### src/rtl/cpu_gpr_wb_arbiter.sv
// Round-robin writeback arbiter for the single GPR file write port.
// Requesters use a valid/ready handshake. The winning write is registered
// into a one-stage buffer that drives the active-low regfile write port.
// Writes to register 0 are dropped when ZERO_REG is set.
// Cycles with two or more valid requests are counted in a saturating counter.
module cpu_gpr_wb_arbiter #(
  parameter int DATA     = 32,
  parameter int ADDR     = 5,
  parameter int REQ      = 3,
  parameter int ZERO_REG = 1,
  parameter int CNT      = 16
) (
  input  logic                 clk,
  input  logic                 reset_,
  input  logic [REQ-1:0]       req_valid,
  input  logic [REQ*ADDR-1:0]  req_addr,
  input  logic [REQ*DATA-1:0]  req_data,
  output logic [REQ-1:0]       req_ready,
  output logic                 rf_we_,
  output logic [ADDR-1:0]      rf_waddr,
  output logic [DATA-1:0]      rf_wdata,
  output logic [CNT-1:0]       conflict_cnt
);

  localparam int PW = $clog2(REQ);
  localparam logic [PW-1:0] LAST = PW'(REQ - 1);

  logic [PW-1:0]   ptr_q, ptr_d;
  logic            we_n_q, we_n_d;
  logic [ADDR-1:0] waddr_q, waddr_d;
  logic [DATA-1:0] wdata_q, wdata_d;
  logic [CNT-1:0]  cnt_q, cnt_d;

  logic [REQ-1:0]  grant;
  logic [PW-1:0]   gnt_idx;
  logic            found;
  logic            transfer;
  logic [ADDR-1:0] sel_addr;
  logic [DATA-1:0] sel_data;

  // Round-robin scan starting at ptr_q; first valid requester wins.
  always_comb begin
    int unsigned idx;
    logic [PW-1:0] pidx;
    grant   = '0;
    gnt_idx = '0;
    found   = 1'b0;
    idx     = 0;
    pidx    = '0;
    for (int unsigned k = 0; k < REQ; k++) begin
      idx = int'(ptr_q) + k;
      if (idx >= REQ) idx = idx - REQ;
      pidx = PW'(idx);
      if (!found && req_valid[pidx]) begin
        found       = 1'b1;
        grant[pidx] = 1'b1;
        gnt_idx     = pidx;
      end
    end
  end

  assign req_ready = reset_ ? grant : '0;
  assign transfer  = |grant;

  // Next-state for pointer, output buffer and conflict counter.
  always_comb begin
    ptr_d    = ptr_q;
    we_n_d   = 1'b1;
    waddr_d  = waddr_q;
    wdata_d  = wdata_q;
    cnt_d    = cnt_q;
    sel_addr = req_addr[gnt_idx*ADDR +: ADDR];
    sel_data = req_data[gnt_idx*DATA +: DATA];
    if (transfer) begin
      ptr_d   = (gnt_idx == LAST) ? '0 : gnt_idx + PW'(1);
      waddr_d = sel_addr;
      wdata_d = sel_data;
      // Register 0 still completes the handshake and loads the buffer; only the enable is suppressed.
      we_n_d  = (ZERO_REG != 0) && (sel_addr == '0);
    end
    if (($countones(req_valid) > 1) && (cnt_q != '1)) cnt_d = cnt_q + CNT'(1);
  end

  // State registers with synchronous active-low reset.
  always_ff @(posedge clk) begin
    if (!reset_) begin
      ptr_q   <= '0;
      we_n_q  <= 1'b1;
      waddr_q <= '0;
      wdata_q <= '0;
      cnt_q   <= '0;
    end else begin
      ptr_q   <= ptr_d;
      we_n_q  <= we_n_d;
      waddr_q <= waddr_d;
      wdata_q <= wdata_d;
      cnt_q   <= cnt_d;
    end
  end

  assign rf_we_       = we_n_q;
  assign rf_waddr     = waddr_q;
  assign rf_wdata     = wdata_q;
  assign conflict_cnt = cnt_q;

endmodule

### config.mk
export PLATFORM = sky130hd
export DESIGN_NAME = cpu_gpr_wb_arbiter
export DESIGN_NICKNAME = d
export VERILOG_FILES = /design/src/rtl/cpu_gpr_wb_arbiter.sv
export SDC_FILE = /design/constraint.sdc
export NUM_CORES = 1
export LEC_CHECK = 0
export BUFFER_PORTS_ARGS = -buffer_cell sky130_fd_sc_hd__buf_2
export CORE_MARGIN = 4
export CORE_UTILIZATION = 50
export CTS_BUF_LIST = sky130_fd_sc_hd__clkbuf_4
export DETAILED_ROUTE_END_ITERATION = 8
export PLACE_DENSITY = 0.94
export SLEW_MARGIN = 20
export SYNTH_ARGS = -nofsm -noshare
export SYNTH_HDL_FRONTEND = slang
export SYNTH_SLANG_ARGS = --single-unit
### constraint.sdc
create_clock -name clk -period 5.7 [get_ports clk]
set_input_delay 1.14 -clock clk [delete_from_list [all_inputs] [get_ports clk]]
set_output_delay 1.14 -clock clk [all_outputs]
set_load 0.005 [all_outputs]
======== Word level (Yosys, flattened, before mapping) ========
Index checks and enable logic that the tools add are counted.
storage, ports and cells
  register bits ........................... 56
  word-level logic and storage cells ...... 67
  input port bits ......................... 116
operators by class
  reduce and logical (&&, ||, !) cells .... 11
  $lt $le $gt $ge ......................... 10
  add/subtract/negate cells ............... 9
  equal/unequal tests ..................... 2
  multipliers ............................. 1
  mux-type cells .......................... 25
  bitwise gates (word level) .............. 2
  shift operators ......................... 2
operator list
  cell                                                                              count
  96-bit by 8-bit indexed part select with 32-bit output                            1
  16-bit by 1-bit adder with 16-bit output (second input constant)                  1
  16-bit != test (second input constant)                                            1
  15-bit by 6-bit indexed part select with 5-bit output                             1
  2-bit two-way mux                                                                 7
  3-bit two-way mux                                                                 4
  2-bit by 3-bit less-than comparator with 1-bit output (second input constant)     3
  1-bit two-way mux                                                                 8
  1-bit binary-select mux with 2-bit select                                         3
  1-bit demux with 2-bit select                                                     3
  2-bit by 1-bit >= comparator with 1-bit output (second input constant)            3
  3-bit by 2-bit >= comparator with 1-bit output (second input constant)            2
  1-bit logical AND                                                                 6
  3-bit OR                                                                          2
  2-bit subtractor (second input constant)                                          3
  5-bit logical NOT                                                                 1
  2-bit by 3-bit multiplier with 5-bit output (second input constant)               1
  2-bit by 1-bit adder with 3-bit output                                            1
  2-bit by 1-bit adder with 3-bit output (second input constant)                    1
  2-bit by 2-bit adder with 3-bit output (second input constant)                    1
  3-bit by 1-bit greater-than comparator with 1-bit output (second input constant)  1
  3-bit OR reduction                                                                1
  1-bit by 1-bit adder with 2-bit output                                            1
  2-bit by 1-bit adder with 2-bit output (second input constant)                    1
  other kinds (4)                                                                   5

======== Longest topological paths before layout ========
Gate-level depths: netlist of the first run.
  depth in word-level cells ............... 14
  mapped depth ............................ 12
  depth with buffers taken out ............ 9

======== Worst setup path after synthesis of the first run ========
Ideal clock, no wire load.
  kind .................................... input to output
  start ................................... input req_valid[0]
  end ..................................... output req_ready[2]
  path slack .............................. 2.427 ns
  arrival ................................. 2.133 ns
  cell stages on the path ................. 5
  path buffers ............................ 0
  cells stage by stage .................... mux2_4 -> mux2i_4 -> o21ai_1 -> a2bb2oi_2 -> and2_1
between the ends
  cells in the longest elaborated chain, start to end .. 10
  elaborated cells on any way between the ends .. 18
  classes of those cells .................. mux (12); bitwise (2); reduce/logical (4)
ends and longest elaborated chain
  element                                    RTL line  source
  from (decl)                                15        input logic [REQ-1:0] req_valid,
  1-bit binary-select mux with 2-bit select  54        if (!found && req_valid[pidx]) begin
  1-bit two-way mux (not written as such)    54
  1-bit two-way mux                          54
  1-bit logical NOT                          54
  1-bit logical AND                          54
  1-bit two-way mux                          54
  1-bit logical NOT                          54
  1-bit logical AND                          54
  3-bit two-way mux (*)                      54
  3-bit two-way mux (*)                      62        assign req_ready = reset_ ? grant : '0;
  to (decl)                                  18        output logic [REQ-1:0] req_ready,
Mark *: on every way between the ends. The rest lies on a longest branch, timed or not. The select of a mux whose other input is x is not followed.

======== Worst setup path in the final report of the first run ========
  start ................................... register ptr_q[1]
  end ..................................... output req_ready[1]
between the ends
  cells in the longest elaborated chain, start to end .. 12
  elaborated cells on any way between the ends .. 44
  classes of those cells .................. add/sub (5); order compare (9); mux (21); bitwise (2); reduce/logical (7)
ends and longest elaborated chain
  element                                                                                              RTL line  source
  from (decl)                                                                                          28        logic [PW-1:0] ptr_q, ptr_d;
  from (signal assigned)                                                                               93        ptr_q <= ptr_d;
  2-bit by 1-bit adder with 3-bit output (tied with other cells)                                       51        idx = int'(ptr_q) + k;
  3-bit by 2-bit >= comparator with 1-bit output (tied with other cells)                               52        if (idx >= REQ) idx = idx - REQ;
  2-bit two-way mux (tied with other cells)                                                            52
  2-bit by 3-bit less-than comparator with 1-bit output (not written as such) (tied with other cells)  56        grant[pidx] = 1'b1;
  1-bit logical AND (not written as such) (tied with other cells)                                      56
  1-bit two-way mux (not written as such) (tied with other cells)                                      56
  1-bit demux with 2-bit select (tied with other cells)                                                56
  3-bit OR (no line) / 1-bit two-way mux (equally long branches)                                       -
  3-bit two-way mux / 1-bit logical NOT (equally long branches)                                        54
  3-bit OR (no line) / 1-bit logical AND (equally long branches)                                       -
  3-bit two-way mux (*)                                                                                54
  3-bit two-way mux (*)                                                                                62
Marked as above.

==> results of run 1 <==
==> stage by stage <==
step	utilization [%]	std cells	hold WS, ns	instance area [um2]	setup slack [ns]
after floorplan	-	439	0.447	3410	2.43
after global placement	64.9	658	0.435	4220	2.05
after detailed placement	64.9	658	0.439	4220	1.90
after CTS	66.2	666	0.460	4300	2.01
after global routing	66.2	666	0.479	4300	1.79
final	66.2	666	0.457	4300	2.01
==> final cells by class <==
cell class                 count  share of cell area, %
timing repair buffer         175                   20.5
inverter                       4                  0.349
clock inverter                 3                   1.11
sequential                    56                   26.1
clock buffer                   5                  0.873
multi-input combinational    346                   48.8
tap                           77                   2.24
==> path summary, 6_finish.rpt <==
path                  endpoint  depth (start not counted)         from
setup / recovery  req_ready[1]                          8     ptr_q[1]
hold reg to reg    rf_waddr[1]                          2  rf_waddr[1]
hold / removal     rf_waddr[1]                          2  rf_waddr[1]
setup reg to reg   rf_waddr[3]                         10     ptr_q[1]
==> registers in the layout, summed over array words and instances (netlist names) <==
name          flops
conflict_cnt     16
ptr_q             2
rf_waddr          5
rf_wdata         32
rf_we_            1
==> metal layers <==
layer / GRT usage [%] / wire length, um / share of wire, % / vias up
met1: 26.2 / 3910 / 39 / 1698
met2: 41.0 / 5130 / 51 / 184
met3: 5.67 / 887 / 8.8 / 17
met5: 0 / 0 / 0 / -
li1: - / - / - / 1818
met4: 5.48 / 152 / 1.5 / 0
==> kinds of logic after synthesis <==
logic type / count (synthesis) / share of synthesized area, %
DFF: 56 / 32.9
and+or+nand+nor: 219 / 28.3
buffers and inverters: 37 / 5.61
AOI/OAI and AO/OA: 103 / 25.7
xor gates and xnor gates: 13 / 3.34
muxes: 5 / 1.98
adders and majority gates: 6 / 2.20
==> power by group through the flow <==
stage,sequential [uW],combinational [uW],clock [uW]
after floorplan,578,1320,0
after global placement,569,1580,0
after detailed placement,574,1650,0
after CTS,565,1650,231
after global routing,577,1810,248
final,565,1650,225
==> synth_stat cells, types with 2 or more instances <==
| library cell | count | share of area, % |
|---|---|---|
| a21boi_0 | 3 | 0.66 |
| a21boi_1 | 40 | 8.8 |
| a21oi_1 | 3 | 0.44 |
| a311o_1 | 37 | 11 |
| a31oi_1 | 4 | 0.73 |
| and2_1 | 16 | 2.9 |
| and3_1 | 2 | 0.37 |
| buf_2 | 18 | 2.6 |
| buf_4 | 2 | 0.44 |
| buf_6 | 3 | 0.99 |
| clkbuf_1 | 10 | 1.1 |
| dfxtp_1 | 56 | 33 |
| ha_1 | 6 | 2.2 |
| inv_1 | 4 | 0.44 |
| mux2i_1 | 3 | 0.88 |
| nand2_1 | 122 | 13 |
| nand2b_1 | 4 | 0.73 |
| nand3_1 | 9 | 1.3 |
| nand3b_1 | 4 | 0.88 |
| nand4_1 | 3 | 0.55 |
| nor2_1 | 43 | 4.7 |
| nor2b_1 | 5 | 0.92 |
| nor3_1 | 3 | 0.44 |
| o21ai_0 | 5 | 0.73 |
| o22ai_1 | 2 | 0.37 |
| or3_1 | 2 | 0.37 |
| xnor2_1 | 8 | 2.1 |
| xor2_1 | 5 | 1.3 |
==> worst max-delay path, delay by kind of cell (launching register included) <==
family | cells | cell delay (ns)
AO/OA/AOI/OAI | 2 | 0.54
AND/OR/NAND/NOR | 2 | 0.27
flip-flops | 1 | 0.37
buffers and inverters | 2 | 0.20
adder cells (fa/ha/maj) | 1 | 0.43
multiplexers | 1 | 0.36
==> reports/qor.csv, run 1 <==
metric;value;unit
slowest stage delay, CP;0.43;ns
sequential power share;23.2;%
Worst Tran Pin Value;0.946;ns
area of the multi-input gates;2100;um2
share of cells above drive strength 1;32.6;%
Max VDD drop;380;uV
PD cells;567;nW/um2
slowest cell on the critical path;ha_1;
EDFF count, synth;0;
Gate power share;67.6;%
TritonCTS Buffers;5;
Critical Path Sink Type;primary output;
fin nets;710;
post-synthesis instance total;439;
#FFs+latches synth;56;
mean area per synthesized cell;7.77;um2
GRT Resource Usage Total;22.5;%
DRT Pass-1 Iters;5;
Die Y;90.6;um
IO Count;173;
pin count of the biggest net entering global routing;80;
internal power;1300;uW
# Post-CTS Setup Buffers;0;
ys async rst share;0;%
Crit Path Class;flop to primary output;
Mapped Area;3410;um2
Leak;0.00205;uW
DRT Wirelength;10.1;mm
number of port buffers;172;
RSZ-0062 raised after global routing;no;
routed len/inst;15.1;um
Final Slew Violations;0;
Slew HR;36.8;%
Final Wtd Congestion;0.885;
number of hold buffers added after cts;0;
Final Setup Violations;0;
Final Hold Viols;0;
detailed placement HPWL;7.44;mm
status;completed;
worst path arrival time;2.55;ns
CTS root buf;clkbuf_4;
CTS resizes;0;
Sw Pwr;1140;uW
min cycle time layout;3.69;ns
htree depth;2;
1st-iter DRT viols;178;
post-synth cell types;45;
Max Freq;0.271;GHz
routed via count;3717;
Seq. cell area;1120;um2
ant diodes;0;
antenna violations before repair;0;
critical path peak fanout;10;
vias in the first global route;3371;
final worst path period share;64.7;%
Seq/Total Area, Yosys;32.9;%
Worst-Skew Late Latency;0.38;ns
clock buffer depth;2;
total power;2440;uW
fillers;536;
net count after synthesis;561;
total negative setup slack;0;ns
Vias per Instance;5.58;
drc violations;0;
crit-path cells;inv_1 -> ha_1 -> mux2i_1 -> o22a_2 -> nand3_1 -> a21oi_1 -> and2_1 -> buf_2;
CP startpoint kind;flop;
Die X;90.6;um
DRT antenna net count;0;
die area;8210;um2
Hold Crit Class;flop to flop;
Worst Path Required;4.56;ns
Switching Share;46.6;%
Max Cap Viol;0;
first-pass GRT wire length;15.6;mm
Area Overhead vs Synth;26.0;%
commonest non-fill, non-tap cell in the layout;buf_2;
CTS clk-pin slew, worst paths;0.16;ns
Ys Warns;0;
core area;6490;um2
reg2reg setup slack;2.24;ns
TritonCTS Sinks;56;
Clk pwr share;9.2;%
# rows;29;
commonest cells after routing, fill and taps aside;172 x buf_2, 122 x nand2_1, 56 x dfxtp_1;
total congestion overflow;0;
Initial Util;52.5;%
clk_skew;0.0195;ns
CTS tree;yes;
prevailing post-synth register cell;dfxtp_1;
Power figures use the tool's default switching activity.
==> inputs of run 2 (changes only) <==
--- a/config.mk
+++ b/config.mk
@@ -5,12 +5,13 @@
 export SDC_FILE = /design/constraint.sdc
 export NUM_CORES = 1
 export LEC_CHECK = 0
+export ABC_AREA = 1
 export BUFFER_PORTS_ARGS = -buffer_cell sky130_fd_sc_hd__buf_2
 export CORE_MARGIN = 4
-export CORE_UTILIZATION = 50
+export CORE_UTILIZATION = 43
 export CTS_BUF_LIST = sky130_fd_sc_hd__clkbuf_4
 export DETAILED_ROUTE_END_ITERATION = 8
-export PLACE_DENSITY = 0.94
+export PLACE_DENSITY = 0.86
 export SLEW_MARGIN = 20
 export SYNTH_ARGS = -nofsm -noshare
 export SYNTH_HDL_FRONTEND = slang
==> constraint.sdc (replaced) <==
create_clock -name clk -period 3.3 [get_ports clk]
set_input_delay 0.66 -clock clk [delete_from_list [all_inputs] [get_ports clk]]
set_output_delay 0.66 -clock clk [all_outputs]
set_load 0.005 [all_outputs]
==> reports/qor.csv, run 2 <==
metric;value;unit
total power;4770;uW
Final Wtd Congestion;0.899;
detailed placement HPWL;8.14;mm
Max Cap Viol;0;
routed wl met2;5.15;mm
routed via count;4202;
net count after synthesis;696;
RSZ-0062 raised after global routing;no;
critical path peak fanout;7;
status;completed;
Critical Path Sink Type;primary output;
PD cells;1060;nW/um2
fin nets;852;
CTS root buf;clkbuf_4;
post-synth cell types;31;
number of port buffers;172;
ys async rst share;0;%
total negative setup slack;0;ns
1st-iter DRT viols;162;
CTS clk-pin slew, worst paths;0.16;ns
Die X;98.4;um
mean area per synthesized cell;6.13;um2
reg2reg setup slack;0.59;ns
Crit Path Class;flop to primary output;
Seq/Total Area, Yosys;31.9;%
Hold Crit Class;flop to flop;
drc violations;0;
die area;9690;um2
DRT Pass-1 Iters;5;
Worst-Skew Late Latency;0.36;ns
Die Y;98.4;um
most common cell in the synthesized netlist;nand2_1;
CTS resizes;0;
Ys Warns;0;
first-pass GRT wire length;17.2;mm
pre-CTS WS;0.645;ns
CP startpoint kind;flop;
post-synth top area cell;dfxtp_1;
crit-path cells;inv_1 -> ha_1 -> inv_2 -> nand2_1 -> nand3_1 -> nand2_2 -> nand2_4 -> nand2_1 -> nand2_2 -> o21ai_2 -> inv_1 -> nor2_1 -> buf_2;
pin count of the biggest net entering global routing;70;
ant diodes;0;
Area Overhead vs Synth;27.7;%
min cycle time layout;2.88;ns
CTS tree;yes;
Worst Tran Pin Value;0.546;ns
met3 wire len;813;um
Final Hold Viols;0;
# Post-CTS Setup Buffers;0;
DRT antenna net count;0;
# rows;32;
synth top area cells;dfxtp_1 32%, nand2_1 15%, o21ai_0 8.7%, nor2_1 8.6%, inv_1 7.2%;
post-synth top area share;31.9;%
commonest non-fill, non-tap cell in the layout;buf_2;
slowest cell on the critical path;dfxtp_1;
total congestion overflow;0;
Initial Util;44.8;%
top sig layer;met4;
GRT Resource Usage Total;20.8;%
final setup margin;0.423;ns
#FFs+latches synth;56;
Final Setup Violations;0;
Vias per Instance;5.04;
Slew HR;63.5;%
DRT Wirelength;10.4;mm
htree depth;2;
wire length on met1;4.26;mm
clk_skew;0.0137;ns
prevailing post-synth register cell;dfxtp_1;
max reg flops;32;
Worst Path Required;2.64;ns
antenna violations before repair;0;
Mapped Area;3520;um2
TritonCTS Buffers;5;
Post-DP Area;4410;um2
routed len/inst;12.5;um
clock buffer depth;2;
Max VDD drop;691;uV
worst path arrival time;2.22;ns
Max Freq;0.348;GHz
EDFF count, synth;0;
Final Slew Violations;0;
Synth top cells by count;136 x nand2_1, 81 x nor2_1, 67 x inv_1, 61 x o21ai_0, 56 x dfxtp_1;
TritonCTS Sinks;56;
final core occ;57.2;%
number of hold buffers added after cts;0;
vias in the first global route;4062;
commonest cells after routing, fill and taps aside;172 x buf_2, 136 x nand2_1, 81 x nor2_1;
final worst path period share;87.2;%
post-synthesis instance total;574;
share of cells above drive strength 1;29.0;%
Leak;0.00236;uW
slowest stage delay, CP;0.39;ns
post-route cell area;4490;um2
IO Count;173;
core area;7850;um2
fillers;783;
run 2: stage by stage:
stage | instances | hold WS (ns)
final | 833 | 0.463
after global routing | 833 | 0.490
after CTS | 833 | 0.465
after detailed placement | 825 | 0.439
after global placement | 825 | 0.433
after floorplan | 574 | 0.446
run 2: final cells by class:
type                            instances  area (um2)  area share [%]
Clock buffer                            6        45.0            1.00
Inverter                               73         274            6.11
Multi-Input combinational cell        418        1970            43.9
Tap cell                              102         128            2.84
Sequential cell                        56        1120            25.0
Clock inverter                          2        35.0           0.781
Timing Repair Buffer                  176         916            20.4
run 2: power breakdown:
group	internal, uW	switching, uW
Sequential	904	114
Clock	168	206
Combinational	1190	2190
Total	2260	2510
run 2: cells by family after synthesis:
group                    synth area share [%]
adder cells (fa/ha/maj)                  2.14
AND/OR/NAND/NOR                          34.0
flip-flops                               31.9
XOR/XNOR                                 1.49
buffers and inverters                    12.1
AO/OA/AOI/OAI                            18.4
run 2: critical path: cells and delay by family, from the launching register on:
| family | cells | cell delay (ns) |
|---|---|---|
| flops | 1 | 0.39 |
| fa+ha+maj | 1 | 0.37 |
| simple gates | 7 | 0.61 |
| buf+inv | 4 | 0.38 |
| compound gates | 1 | 0.10 |
run 2: final timing paths:
path               startpoint      endpoint  cells after the start
setup / recovery     ptr_q[0]  req_ready[1]                     13
hold / removal    rf_waddr[3]   rf_waddr[3]                      2
setup reg to reg     ptr_q[0]   rf_wdata[5]                     15
hold reg to reg   rf_waddr[3]   rf_waddr[3]                      2
run 2: per-layer routing:
| metal | track usage (%) | vias up |
|---|---|---|
| li1 | - | 2131 |
| met1 | 23.8 | 1883 |
| met2 | 38.3 | 172 |
| met3 | 4.88 | 16 |
| met4 | 6.30 | 0 |
| met5 | 0 | - |
